===== src/rtl/alu_pkg.sv =====
// Shared ALU definitions: operand width, divider FSM states and the
// quotient returned for a divide by zero.
package alu_pkg;

  localparam int unsigned ALU_WIDTH = 32;

  localparam logic [ALU_WIDTH-1:0] DIV_ZERO_QUOT = '1;

  typedef enum logic [1:0] {
    IDLE = 2'd0,
    RUN  = 2'd1,
    DONE = 2'd2
  } div_state_t;

endpackage


===== src/rtl/div_step.sv =====
// One restoring-division iteration: shift {R,Q} left by one, then do a trial
// subtract of the divisor and keep the difference when it does not borrow.
module div_step #(
  parameter int unsigned WIDTH = 32
) (
  input  logic [WIDTH-1:0] r_i,
  input  logic [WIDTH-1:0] q_i,
  input  logic [WIDTH-1:0] divisor_i,
  output logic [WIDTH-1:0] r_o,
  output logic [WIDTH-1:0] q_o
);

  logic [WIDTH:0] r_sh;
  logic [WIDTH:0] diff;

  // The bit shifted out of R is kept as r_sh[WIDTH], so divisors above
  // 2^(WIDTH-1) still divide correctly; diff[WIDTH] is then exactly the borrow.
  always_comb begin
    r_sh = {r_i, q_i[WIDTH-1]};
    diff = r_sh - {1'b0, divisor_i};
    if (!diff[WIDTH]) begin
      r_o = diff[WIDTH-1:0];
      q_o = {q_i[WIDTH-2:0], 1'b1};
    end else begin
      r_o = r_sh[WIDTH-1:0];
      q_o = {q_i[WIDTH-2:0], 1'b0};
    end
  end

endmodule


===== src/rtl/alu_div_seq.sv =====
// Multi-cycle unsigned restoring divider: one trial subtraction per clock.
// Optional DIV_EARLY_OUT_EN: finish in one cycle when dividend < divisor.
module alu_div_seq
  import alu_pkg::*;
#(
  parameter int unsigned WIDTH = ALU_WIDTH
) (
  input  logic             clk,
  input  logic             rst,
  input  logic             start,
  input  logic [WIDTH-1:0] dividend,
  input  logic [WIDTH-1:0] divisor,
  output logic             busy,
  output logic             done,
  output logic [WIDTH-1:0] quotient,
  output logic [WIDTH-1:0] remainder,
  output logic             div_by_zero
);

  localparam int unsigned CNT_W = $clog2(WIDTH + 1);

  div_state_t       state_q, state_d;
  logic [CNT_W-1:0] cnt_q, cnt_d;
  logic [WIDTH-1:0] r_q, r_d;
  logic [WIDTH-1:0] q_q, q_d;
  logic [WIDTH-1:0] dvs_q, dvs_d;
  logic             dbz_q, dbz_d;
  logic [WIDTH-1:0] step_r, step_q;
  logic             accept;

  div_step #(.WIDTH(WIDTH)) u_step (
    .r_i       (r_q),
    .q_i       (q_q),
    .divisor_i (dvs_q),
    .r_o       (step_r),
    .q_o       (step_q)
  );

  always_ff @(posedge clk) begin
    if (rst) begin
      state_q <= IDLE;
      cnt_q   <= '0;
      r_q     <= '0;
      q_q     <= '0;
      dvs_q   <= '0;
      dbz_q   <= 1'b0;
    end else begin
      state_q <= state_d;
      cnt_q   <= cnt_d;
      r_q     <= r_d;
      q_q     <= q_d;
      dvs_q   <= dvs_d;
      dbz_q   <= dbz_d;
    end
  end

  always_comb begin
    state_d = state_q;
    cnt_d   = cnt_q;
    r_d     = r_q;
    q_d     = q_q;
    dvs_d   = dvs_q;
    dbz_d   = dbz_q;
    accept  = start && (state_q != RUN);

    if (accept) begin
      dvs_d = divisor;
      dbz_d = 1'b0;
      cnt_d = '0;
      if (divisor == '0) begin
        state_d = DONE;
        q_d     = '1;
        r_d     = dividend;
        dbz_d   = 1'b1;
`ifdef DIV_EARLY_OUT_EN
      end else if (dividend < divisor) begin
        state_d = DONE;
        q_d     = '0;
        r_d     = dividend;
`endif
      end else begin
        state_d = RUN;
        q_d     = dividend;
        r_d     = '0;
      end
    end else begin
      case (state_q)
        RUN: begin
          r_d   = step_r;
          q_d   = step_q;
          cnt_d = cnt_q + 1'b1;
          if (cnt_q == CNT_W'(WIDTH - 1)) state_d = DONE;
        end
        DONE:    state_d = IDLE;
        default: state_d = state_q;
      endcase
    end
  end

  assign busy        = (state_q == RUN);
  assign done        = (state_q == DONE);
  assign quotient    = q_q;
  assign remainder   = r_q;
  assign div_by_zero = dbz_q;

endmodule


===== config.mk =====
export PLATFORM = sky130hd
export DESIGN_NAME = alu_div_seq
export DESIGN_NICKNAME = d
export VERILOG_FILES = /design/src/rtl/alu_pkg.sv /design/src/rtl/div_step.sv /design/src/rtl/alu_div_seq.sv
export SDC_FILE = /design/constraint.sdc
export NUM_CORES = 1
export LEC_CHECK = 0
export ABC_AREA = 1
export BUFFER_PORTS_ARGS = -buffer_cell sky130_fd_sc_hd__clkbuf_2
export CAP_MARGIN = 5
export CORE_ASPECT_RATIO = 1.25
export CORE_MARGIN = 1
export CORE_UTILIZATION = 40
export DETAILED_ROUTE_END_ITERATION = 10
export PLACE_DENSITY_LB_ADDON = 0.2
export SLEW_MARGIN = 20
export SYNTH_ARGS = -nofsm -noshare
export SYNTH_HDL_FRONTEND = slang
export SYNTH_HIERARCHICAL = 1
export SYNTH_SLANG_ARGS = --single-unit

===== constraint.sdc =====
create_clock -name clk -period 2.54 [get_ports clk]
set_input_delay 0.127 -clock clk [delete_from_list [all_inputs] [get_ports clk]]
set_output_delay 0.127 -clock clk [all_outputs]
set_load 0.01 [all_outputs]

==> impl_metrics.ini <==
[outcome]
status = finished, final reports clean

[yosys]
yosysWarnings = 6
synth_area_sq_mm = 0.00816
avgSynthCellArea_sq_um = 5.85
synth_top_cell_area_share = 0.258
ys_ff_latch = 105
postSynthCellCount = 1394
ys_types = 36
ys_seq_area_frac = 0.258
synthTopCellsByArea = dfxtp_1 (26%), nand2_1 (23%), inv_1 (10%)
yosysTopAreaCell = dfxtp_1
syn_nets = 1498

[timing]
worst_pin_slew_ns = 0.635
finClkSkew_ns = 0.0101
tns_ns = 0
fmax_mhz = 415
period_needed_ns = 2.41
setup_viol = 0
slew_headroom = 0.576
slew_viol_final = 0
rsz0062_at_grt = true
fin_crit_sh = 0.948
hold_viol_final = 0

[finish]
antenna_cells = 0
syn_to_final_growth_pct = 16.5
fin_nets = 1606
drive_gt1_frac = 0.159
final_cells = 1777
fillers = 2218
fin_util = 0.475

[global_routing]
track_usage = 0.252
gr-total-overflow = 0
antenna_found_initial = 0
grt_pass1_vias = 8103
grt_first_pass_wirelength_um = 41400
grt_max_degree = 92

[detailed_routing]
avgRoutedWirePerCell_um = 15.0
num_vias = 8835
routed_via_density = 4.97
wl_um = 26600
drc = 0
ant_nets = 0
first_pass_iters = 7
dr.first_iter.drc_count = 660

[setup_path]
crit_type = flip-flop to flip-flop
crit_fanout = 8
required_ns = 2.84
end_kind = flip-flop
cp-start-kind = flip-flop
worstPathArrival_ns = 2.71
r2r_slack_ns = 0.13

[cts]
clkLatencyLatePin_ns = 0.36
post_cts_buffers = 0
cts_buffer_depth = 2
clock-root-buffer = clkbuf_16
cts.clk_slew.worst_paths_ns = 0.08
numCtsBuffers = 9
cts_sinks = 105
htreeDepth = 3
cts_tree = yes

[power_and_ir_drop]
total_power_mw = 7.39
power_leakage_nw = 5.21
max-vdd-ir-drop_uv = 380
powerDensity_mw_per_mm2 = 777

[die]
pin_count = 134
fp.dieW_um = 130
core_area_sq_mm = 0.0200
rows = 58
die_y_um = 162
die-area_sq_mm = 0.0210
initial_core_util = 0.407

[place]
dp.final_hpwl_um = 19800
port_buffers = 133
place.gp.congestion = 0.917
dp.cells = 1746

[job]
max_cap_viol_count = 0

[hold_path]
worstHoldPathType = input port to flip-flop
cell families (layout without fill, tap and decap cells):
group                    count (synthesis)  count (layout)  share of synthesized area
AO/OA/AOI/OAI                          224             224                      0.141
XOR/XNOR                                17              17                     0.0182
flip-flops                             105             105                      0.258
buffers and inverters                  310             417                      0.170
AND/OR/NAND/NOR                        701             707                      0.355
adder cells (fa/ha/maj)                 37              37                     0.0577
path summary, 6_finish.rpt:
kind,to,startpoint,cells past startpoint
min,dvs_q[18],divisor[18],3
max reg2reg,remainder[10],quotient[31],18
min reg2reg,quotient[19],quotient[19],2
max,remainder[10],quotient[31],18
final cells by class:
class | instances | area (sq um) | share of cell area
multi-input cells | 985 | 4870 | 0.512
flip-flops and latches | 105 | 2100 | 0.221
repair buffers | 176 | 1020 | 0.108
inverters | 225 | 847 | 0.0891
well taps | 270 | 338 | 0.0355
clock buffers | 9 | 225 | 0.0237
clock inverters | 7 | 101 | 0.0107
synthesized netlist by cell type:
cell type  number
nand4_1         9
dfxtp_1       105
nand2_1       504
xnor2_1         2
xor2_1         15
inv_1         224
a21o_1          1
buf_8           1
ha_1           36
inv_4           1
a31oi_1         1
nor2_8          1
and2_1          3
nand3_2         1
nor3_1          9
a21oi_4         1
nand3_1        66
nor2_1         74
nor2_4          2
clkbuf_1       26
o21ai_0        70
o21bai_1        5
nand2_2        22
fa_1            1
nand2_4         5
nor2_2          2
buf_12          1
buf_1           2
nor3b_1         1
a21oi_2         1
and3_1          1
buf_6           7
or2_0           1
buf_2          16
a21oi_1       145
buf_4          32
placed cells by master, fill, tap and decap left out, types with 2 or more instances in the layout:
master and count:
nand3_1 65, o21bai_1 5, o21ai_0 70, and2_1 3, nor2_1 72, nand2_4 7
ha_1 33, nand3_4 2, a21oi_1 143, dlygate4sd3_1 9, nand2_1 503, nor2_4 4
buf_4 33, nand2_2 21, nor3_2 2, xnor2_1 2, xor2_1 15, dfxtp_2 2
dfxtp_1 103, ha_2 3, clkbuf_16 9, clkbuf_2 133, clkinv_2 2, inv_8 2
nand2_8 6, nor3_1 7, nand4_1 9, a21oi_2 3, inv_1 224, bufinv_16 2
nor2_2 2
through the flow:
stage	setup slack (ns)	cell area, sq um	hold WS, ns
2_1_floorplan	0.172	8160	0.262
3_3_place_gp	0.0497	8910	0.374
3_5_place_dp	-0.0168	8910	0.374
4_1_cts	0.0305	9330	0.000397
5_1_grt	-0.0272	9510	0.0163
6_report	0.132	9510	0.00228
timing repair:
item,CTS,global route
resized for setup,1,21
hold buffers,9,0
endpoints found under the hold margin,9,0
cloned,0,6
endpoints found under the setup margin,3,33
pin swaps,0,5
per-layer routing:
layer,track usage,routed length [um],up-vias
met5,0,0,-
li1,-,-,4512
met1,0.347,11800,3991
met2,0.403,12400,287
met3,0.0346,1660,45
met4,0.0835,688,0
flip-flops by register name, indices dropped and copies added (netlist names):
| name | count |
|---|---|
| div_by_zero | 1 |
| quotient | 32 |
| state_q | 2 |
| remainder | 32 |
| dvs_q | 32 |
| cnt_q | 6 |
worst max-delay path: stages, from the launching register on:
cell	delay [ns]
dfxtp_1	0.33
inv_1	0.05
ha_1	0.22
fa_2	0.36
inv_1	0.09
nand2_1	0.05
nand2_1	0.07
nand3_1	0.08
nand2_2	0.09
nand2_2	0.05
nand2_2	0.09
nand2_4	0.09
nand2_4	0.12
nand2_8	0.10
nand2_4	0.19
nand2_1	0.07
nand2_1	0.06
o21ai_0	0.08
a21oi_1	0.15
power by group:
part / internal (mW) / total, mW / leakage, nW / switching [mW]
Combinational: 1.25 / 3.79 / 4.18 / 2.54
Sequential: 1.84 / 2.00 / 0.869 / 0.161
Clock: 0.879 / 1.60 / 0.163 / 0.718
Total: 3.97 / 7.39 / 5.21 / 3.42
Note: power is estimated with default switching activity, not from simulation.
